--- src/rtl/ram_arbiter_pkg.sv ---
// rtl/ram_arbiter_pkg.sv - shared types for the round-robin RAM arbiter
// Contents:
//   word_t      32-bit bus word used for addresses and data
//   ramstate_t  status reported by the RAM model each cycle
//   arb_state_t arbiter FSM states
//   arb_src_t   requester inside a core, listed in service priority order
//   pick_src    chooses the highest-priority active source of one core
package ram_arbiter_pkg;

    localparam int WORD_W = 32;

    typedef logic [WORD_W-1:0] word_t;

    typedef enum logic [1:0] {
        FREE,
        BUSY,
        ACCESS,
        ERROR
    } ramstate_t;

    typedef enum logic {
        IDLE,
        GRANT
    } arb_state_t;

    typedef enum logic [1:0] {
        SRC_DW,
        SRC_DR,
        SRC_I
    } arb_src_t;

    // A write is served before a data read, which is served before a fetch.
    // Called only for a core known to have some request, so SRC_I is the
    // fall-through.
    function automatic arb_src_t pick_src(input logic dw, input logic dr);
        if (dw) begin
            return SRC_DW;
        end
        if (dr) begin
            return SRC_DR;
        end
        return SRC_I;
    endfunction

endpackage

--- src/rtl/ram_arbiter_if.sv ---
// rtl/ram_arbiter_if.sv - cache-side and RAM-side signal bundle of the arbiter
// Signals (CPUS cores, one icache and one dcache requester each):
//   iREN/dREN/dWEN  per-core request lines         (caches -> arbiter)
//   iaddr/daddr     per-core addresses             (caches -> arbiter)
//   dstore          per-core write data            (caches -> arbiter)
//   iwait/dwait     per-core stalls, low on done   (arbiter -> caches)
//   iload/dload     per-core read data             (arbiter -> caches)
//   ramREN/ramWEN, ramaddr, ramstore               (arbiter -> RAM)
//   ramload, ramstate                              (RAM -> arbiter)
// Modports: slave is the arbiter, master is the cache/RAM environment.
interface ram_arbiter_if
    import ram_arbiter_pkg::*;
#(
    parameter int CPUS = 2
);

    logic [CPUS-1:0]  iREN;
    logic [CPUS-1:0]  dREN;
    logic [CPUS-1:0]  dWEN;
    word_t [CPUS-1:0] iaddr;
    word_t [CPUS-1:0] daddr;
    word_t [CPUS-1:0] dstore;
    logic [CPUS-1:0]  iwait;
    logic [CPUS-1:0]  dwait;
    word_t [CPUS-1:0] iload;
    word_t [CPUS-1:0] dload;

    logic      ramREN;
    logic      ramWEN;
    word_t     ramaddr;
    word_t     ramstore;
    word_t     ramload;
    ramstate_t ramstate;

    modport slave (
        input  iREN, dREN, dWEN, iaddr, daddr, dstore, ramload, ramstate,
        output iwait, dwait, iload, dload, ramREN, ramWEN, ramaddr, ramstore
    );

    modport master (
        output iREN, dREN, dWEN, iaddr, daddr, dstore, ramload, ramstate,
        input  iwait, dwait, iload, dload, ramREN, ramWEN, ramaddr, ramstore
    );

endinterface

--- src/rtl/ram_arbiter_rr_picker.sv ---
// rtl/ram_arbiter_rr_picker.sv - combinational round-robin winner selection
// Ports:
//   req  in   CPUS  per-core "has any request" vector
//   rr   in   IDXW  core the scan starts from
//   win  out  IDXW  first requesting core at or after rr, wrapping
//   any  out  1     at least one core is requesting
module ram_arbiter_rr_picker #(
    parameter int CPUS = 2,
    parameter int IDXW = 1
) (
    input  logic [CPUS-1:0] req,
    input  logic [IDXW-1:0] rr,
    output logic [IDXW-1:0] win,
    output logic            any
);

    logic [IDXW-1:0] idx;

    // Walk from the farthest offset back to rr so the last hit, which is the
    // one closest to rr in scan order, is the one left in win.
    always_comb begin
        win = '0;
        any = 1'b0;
        idx = '0;
        for (int i = CPUS - 1; i >= 0; i--) begin
            idx = IDXW'((int'(rr) + i) % CPUS);
            if (req[idx]) begin
                win = idx;
                any = 1'b1;
            end
        end
    end

endmodule

--- src/rtl/ram_arbiter.sv ---
// rtl/ram_arbiter.sv - round-robin arbiter sharing one RAM port among CPUS cores
// Ports:
//   CLK      in   system clock, rising edge
//   nRST     in   asynchronous active-low reset
//   ccif     slave modport of ram_arbiter_if (cache requests, waits, RAM port)
//   gnt_cpu  out  core holding the grant, meaningful while in GRANT
// A winner is registered in IDLE and keeps the RAM for one whole transaction;
// completion moves the round-robin pointer past the winner, an abort does not.
module ram_arbiter
    import ram_arbiter_pkg::*;
#(
    parameter  int CPUS = 2,
    localparam int IDXW = (CPUS > 1) ? $clog2(CPUS) : 1
) (
    input  logic            CLK,
    input  logic            nRST,
    ram_arbiter_if.slave    ccif,
    output logic [IDXW-1:0] gnt_cpu
);

    arb_state_t      state;
    arb_src_t        gnt_src;
    logic [IDXW-1:0] rr;
    logic [IDXW-1:0] rr_next;
    logic [IDXW-1:0] win;
    logic            any_req;
    logic [CPUS-1:0] req;
    logic            gnt_live;
    logic            active;
    logic            done;

    assign req = ccif.iREN | ccif.dREN | ccif.dWEN;

    ram_arbiter_rr_picker #(
        .CPUS (CPUS),
        .IDXW (IDXW)
    ) u_rr_picker (
        .req (req),
        .rr  (rr),
        .win (win),
        .any (any_req)
    );

    // The granted request line itself; dropping it mid-transaction aborts.
    always_comb begin
        case (gnt_src)
            SRC_DW:  gnt_live = ccif.dWEN[gnt_cpu];
            SRC_DR:  gnt_live = ccif.dREN[gnt_cpu];
            SRC_I:   gnt_live = ccif.iREN[gnt_cpu];
            default: gnt_live = 1'b0;
        endcase
    end

    assign active  = (state == GRANT) && gnt_live;
    assign done    = active && (ccif.ramstate == ACCESS);
    assign rr_next = (int'(gnt_cpu) == CPUS - 1) ? '0 : gnt_cpu + 1'b1;

    always_ff @(posedge CLK or negedge nRST) begin
        if (!nRST) begin
            state   <= IDLE;
            rr      <= '0;
            gnt_cpu <= '0;
            gnt_src <= SRC_I;
        end else begin
            case (state)
                IDLE: begin
                    if (any_req) begin
                        gnt_cpu <= win;
                        gnt_src <= pick_src(ccif.dWEN[win], ccif.dREN[win]);
                        state   <= GRANT;
                    end
                end
                GRANT: begin
                    if (!gnt_live) begin
                        state <= IDLE;
                    end else if (ccif.ramstate == ACCESS) begin
                        state <= IDLE;
                        rr    <= rr_next;
                    end
                end
                default: state <= IDLE;
            endcase
        end
    end

    // RAM drive and wait release follow the registered grant combinationally
    // so the requester sees its wait drop on the very ACCESS cycle.
    always_comb begin
        ccif.ramREN   = 1'b0;
        ccif.ramWEN   = 1'b0;
        ccif.ramaddr  = '0;
        ccif.ramstore = '0;
        ccif.iwait    = '1;
        ccif.dwait    = '1;
        if (active) begin
            case (gnt_src)
                SRC_DW: begin
                    ccif.ramWEN   = 1'b1;
                    ccif.ramaddr  = ccif.daddr[gnt_cpu];
                    ccif.ramstore = ccif.dstore[gnt_cpu];
                end
                SRC_DR: begin
                    ccif.ramREN  = 1'b1;
                    ccif.ramaddr = ccif.daddr[gnt_cpu];
                end
                default: begin
                    ccif.ramREN  = 1'b1;
                    ccif.ramaddr = ccif.iaddr[gnt_cpu];
                end
            endcase
        end
        if (done) begin
            if (gnt_src == SRC_I) begin
                ccif.iwait[gnt_cpu] = 1'b0;
            end else begin
                ccif.dwait[gnt_cpu] = 1'b0;
            end
        end
    end

    assign ccif.iload = {CPUS{ccif.ramload}};
    assign ccif.dload = {CPUS{ccif.ramload}};

endmodule

--- src/flat_wrapper.sv ---
// flat-port wrapper written by rule: the top's interface ports become plain ports
module ram_arbiter_flat import ram_arbiter_pkg::*;
#(
    parameter  int CPUS = 2,
    localparam int IDXW = (CPUS > 1) ? $clog2(CPUS) : 1
)
  (CLK, nRST, gnt_cpu, ccif_iREN, ccif_dREN, ccif_dWEN, ccif_iaddr, ccif_daddr, ccif_dstore, ccif_ramload, ccif_ramstate, ccif_iwait, ccif_dwait, ccif_iload, ccif_dload, ccif_ramREN, ccif_ramWEN, ccif_ramaddr, ccif_ramstore);
  ram_arbiter_if #(.CPUS(CPUS)) ccif_i ();
  input  logic CLK;
  input  logic nRST;
  output logic [IDXW-1:0] gnt_cpu;
  input wire logic [$bits(ccif_i.iREN)-1:0] ccif_iREN;
  input wire logic [$bits(ccif_i.dREN)-1:0] ccif_dREN;
  input wire logic [$bits(ccif_i.dWEN)-1:0] ccif_dWEN;
  input wire logic [$bits(ccif_i.iaddr)-1:0] ccif_iaddr;
  input wire logic [$bits(ccif_i.daddr)-1:0] ccif_daddr;
  input wire logic [$bits(ccif_i.dstore)-1:0] ccif_dstore;
  input wire logic [$bits(ccif_i.ramload)-1:0] ccif_ramload;
  input wire logic [$bits(ccif_i.ramstate)-1:0] ccif_ramstate;
  output wire logic [$bits(ccif_i.iwait)-1:0] ccif_iwait;
  output wire logic [$bits(ccif_i.dwait)-1:0] ccif_dwait;
  output wire logic [$bits(ccif_i.iload)-1:0] ccif_iload;
  output wire logic [$bits(ccif_i.dload)-1:0] ccif_dload;
  output wire logic [$bits(ccif_i.ramREN)-1:0] ccif_ramREN;
  output wire logic [$bits(ccif_i.ramWEN)-1:0] ccif_ramWEN;
  output wire logic [$bits(ccif_i.ramaddr)-1:0] ccif_ramaddr;
  output wire logic [$bits(ccif_i.ramstore)-1:0] ccif_ramstore;
  assign ccif_i.iREN = ccif_iREN;
  assign ccif_i.dREN = ccif_dREN;
  assign ccif_i.dWEN = ccif_dWEN;
  assign ccif_i.iaddr = ccif_iaddr;
  assign ccif_i.daddr = ccif_daddr;
  assign ccif_i.dstore = ccif_dstore;
  assign ccif_i.ramload = ccif_ramload;
  assign ccif_i.ramstate = ccif_ramstate;
  assign ccif_iwait = ccif_i.iwait;
  assign ccif_dwait = ccif_i.dwait;
  assign ccif_iload = ccif_i.iload;
  assign ccif_dload = ccif_i.dload;
  assign ccif_ramREN = ccif_i.ramREN;
  assign ccif_ramWEN = ccif_i.ramWEN;
  assign ccif_ramaddr = ccif_i.ramaddr;
  assign ccif_ramstore = ccif_i.ramstore;
  ram_arbiter #(.CPUS(CPUS)) u_core (.CLK(CLK), .nRST(nRST), .ccif(ccif_i), .gnt_cpu(gnt_cpu));
endmodule
--- config.mk ---
export PLATFORM = sky130hd
export DESIGN_NAME = ram_arbiter_flat
export DESIGN_NICKNAME = d
export VERILOG_FILES = /design/src/rtl/ram_arbiter_pkg.sv /design/src/rtl/ram_arbiter_if.sv /design/src/rtl/ram_arbiter_rr_picker.sv /design/src/rtl/ram_arbiter.sv /design/src/flat_wrapper.sv
export SDC_FILE = /design/constraint.sdc
export NUM_CORES = 1
export LEC_CHECK = 0
export CAP_MARGIN = 20
export CELL_PAD_IN_SITES_DETAIL_PLACEMENT = 1
export CELL_PAD_IN_SITES_GLOBAL_PLACEMENT = 1
export CORE_AREA = 5 5 167 169
export CTS_BUF_LIST = sky130_fd_sc_hd__clkbuf_8
export DETAILED_ROUTE_END_ITERATION = 10
export DIE_AREA = 0 0 172 174
export PLACE_DENSITY_LB_ADDON = 0.25
export SLEW_MARGIN = 10
export SYNTH_ARGS = -nofsm -noshare
export SYNTH_HDL_FRONTEND = slang
export SYNTH_SLANG_ARGS = --single-unit
--- constraint.sdc ---
create_clock -name CLK -period 2.4 [get_ports CLK]
set_clock_uncertainty 0.1 [all_clocks]
set_input_delay 0.48 -clock CLK [delete_from_list [all_inputs] [get_ports CLK]]
set_output_delay 0.48 -clock CLK [all_outputs]
set_load 0.02 [all_outputs]
==> out/metrics.yaml, run 1 <==
drt:
  avgViaCountPerCell: 3.531
  drt_wl_total_um: 16010
  drc: 0
  first_pass_iters: 4
  postRouteAntennaNets: 0
  vias: 3051
  wl_per_cell_um: 18.53
  drtIter0Drc: 70
cts:
  clk_pin_slew_ns: 0.04
  cts_buffer_depth: 2
  clockRootBuffer: "clkbuf_8"
  htreeDepth: 1
  clkLatencyLatePin_ns: 0.22
  cts_buffers: 3
  holdBufCountCts: 0
  cts.sinks: 5
  cts_tree: "built"
synth:
  yosysSeqAreaShare_pct: 4.440
  synth_compound_area_share_pct: 3.429
  ys.flop_type: "dfrtp_1"
  synth_simple_gate_area_share_pct: 15.74
  synth_seq_cells: 5
  avgSynthCellArea_um2: 8.732
  syn_inst: 326
  async_flop_share_pct: 100.0
  synth_xor_area_share_pct: 0
  synth_top_family_by_area: "multiplexers"
  synthMuxAreaShare_pct: 38.51
  synthAdderAreaFrac_pct: 0
  ys_types: 29
  synth_area_um2: 2846
  synth_fp_nets: 560
  synth_edf_count: 0
  ys_warn_count: 0
run_status:
  failed_checks: "setup timing"
  status: "complete, but fails checks"
timing:
  rsz0062_at_grt: "true"
  timing.setup.tns_ns: -10.99
  slew_viol_final: 0
  layout_min_cycle_time_ns: 2.782
  setup_viol: 47
  setup_slack_ns: -0.3820
  timing.fmax_ghz: 0.3595
  timing.final.crit_share_pct: 115.9
  worst_pin_slew_ns: 0.3226
  hold_viol_final: 0
  worst_hold_slack_ns: 0.3884
  relSlewSlack_pct: 77.88
global_routing:
  grt_pass1_vias: 3623
  antenna_found_initial: 1
  grt_max_degree: 32
  grt_overflow: 0
  grt_usage_pct: 9.670
  grt_pass1_wl_um: 21700
layout:
  areaGrowthSynthToFinish_pct: 111.9
  fillers: 3019
  final_area_um2: 6032
  finalNonFillerCells: 864
  post_route_cells_drive_above_1_share_pct: 42.72
  nets: 757
  fin_util_pct: 22.83
placed_design:
  place_area_um2: 5167
  port_buffers: 272
  dp_worst_setup_slack_ns: -0.7842
  gp_congestion: 0.8162
  placed_cells: 818
  dpl.hpwl_um: 12670
worst_setup_path:
  ff2ff_setup_slack_ns: -0.11
  critPathCaptureType: "output pin"
  worst_setup_path_start_kind: "register"
  worstPathArrival_ns: 2.20
  critPathKind: "reg2out"
  rr_endpoint: "u_core.rr"
  setup.worst_path.start: "u_core.gnt_cpu"
  required_ns: 1.82
  reg2reg_from: "u_core.gnt_cpu"
  reg2reg_depth: 14
  crit_fanout: 5
die:
  die_area_um2: 29930
  core_um2: 26430
  io_pins: 433
  start_util_pct: 10.77
  die_height_um: 174
  die_x_um: 172
  num_rows: 60
pwr:
  p_leak_nw: 2.422
  power_mw: 6.358
  ir_drop_uv: 449.1
  p_per_area_nw_per_um2: 1054
hold_path:
  hold_class: "in2async"
run:
  cap_viol_max_count: 0
==> layout make-up <==
type	instances	area [um^2]	share of cell area, %
Clock buffer	3	41.29	0.6845
Clock inverter	1	3.754	0.06223
Sequential cell	5	130.1	2.157
Inverter	4	15.01	0.2489
Antenna cell	1	2.502	0.04149
Tap cell	341	426.7	7.073
Multi-Input combinational cell	170	1919	31.82
Timing Repair Buffer	339	3493	57.91
==> cell usage in the layout (no fill, tap or decap), drive strengths merged, types with 4 or more instances in the layout <==
cell type | Yosys | layout
clkdlybuf4s50 | 0 | 196
buf | 142 | 133
nor2 | 40 | 40
nor2b | 34 | 34
mux4 | 33 | 33
mux2i | 33 | 33
clkbuf | 5 | 6
inv | 4 | 5
nand2 | 4 | 4
dfrtp | 4 | 4
o21ai | 4 | 4
==> where the power goes <==
part           switching (mW)  leakage (nW)  internal, mW  total (mW)
Clock                  0.0407        0.0269         0.110       0.150
Combinational            2.59          2.34          3.41        6.00
Sequential             0.0689        0.0582         0.139       0.208
Total                    2.70          2.42          3.66        6.36
==> cells in the mapped netlist (3+ instances only) <==
cell type,n,share of area (%)
buf_2,10,1.8
nor2b_1,34,7.5
clkbuf_1,5,0.66
mux2i_1,33,12
inv_1,4,0.53
nand2_1,4,0.53
o31ai_1,3,0.79
dfrtp_1,4,3.5
nor3_1,3,0.53
nor2_1,40,5.3
buf_4,129,34
mux4_2,33,26
o21ai_0,3,0.53
==> how the worst max path moves through the flow <==
stage,to,slack (ns)
6_report,ccif_dwait[0],-0.38
5_1_grt,ccif_dwait[0],-0.45
4_1_cts,ccif_dwait[0],-0.40
3_5_place_dp,ccif_ramaddr[18],-0.78
3_3_place_gp,ccif_ramaddr[10],-0.75
2_1_floorplan,ccif_dwait[0],0.02
==> cells by family after synthesis <==
logic type,count (synthesis)
mux,68
compound gates,14
buf+inv,151
simple gates,88
flops,5
==> state kept, by name, indices dropped and copies added, names as in the netlist <==
register        cells
u_core.rr           1
u_core.gnt_src      2
u_core.gnt_cpu      1
u_core.state        1
==> metal layers <==
layer  up-vias  track usage [%]  wire (um)
li1       1395                -          -
met1      1404            8.512       4816
met2       209            19.07       8679
met3        43            3.844       2073
met4         0            3.800        445
met5         -                0          0
==> worst max-delay path, stage by stage (launching register included) <==
cell and delay, ns:
dfrtp_4 0.50, mux4_2 0.36, a22oi_2 0.07, nand2b_4 0.18, buf_6 0.13, buf_6 0.11, or4b_4 0.47, buf_6 0.15
==> timing repair <==
action	CTS	global route
cloned	5	2
buffers inserted	33	6
pin swaps	7	9
gates resized for setup	312	115
endpoints found under the setup margin	70	65
Note: power is estimated with default switching activity, not from simulation.
==> run 2: changes to the inputs <==
--- a/config.mk
+++ b/config.mk
@@ -13,7 +13,7 @@
 export DETAILED_ROUTE_END_ITERATION = 10
 export DIE_AREA = 0 0 172 174
 export PLACE_DENSITY_LB_ADDON = 0.25
-export SLEW_MARGIN = 10
+export SLEW_MARGIN = 20
 export SYNTH_ARGS = -nofsm -noshare
 export SYNTH_HDL_FRONTEND = slang
 export SYNTH_SLANG_ARGS = --single-unit
==> results of run 2 <==
Same layout as run 1: the final DEF is identical, and so are final timing and power.
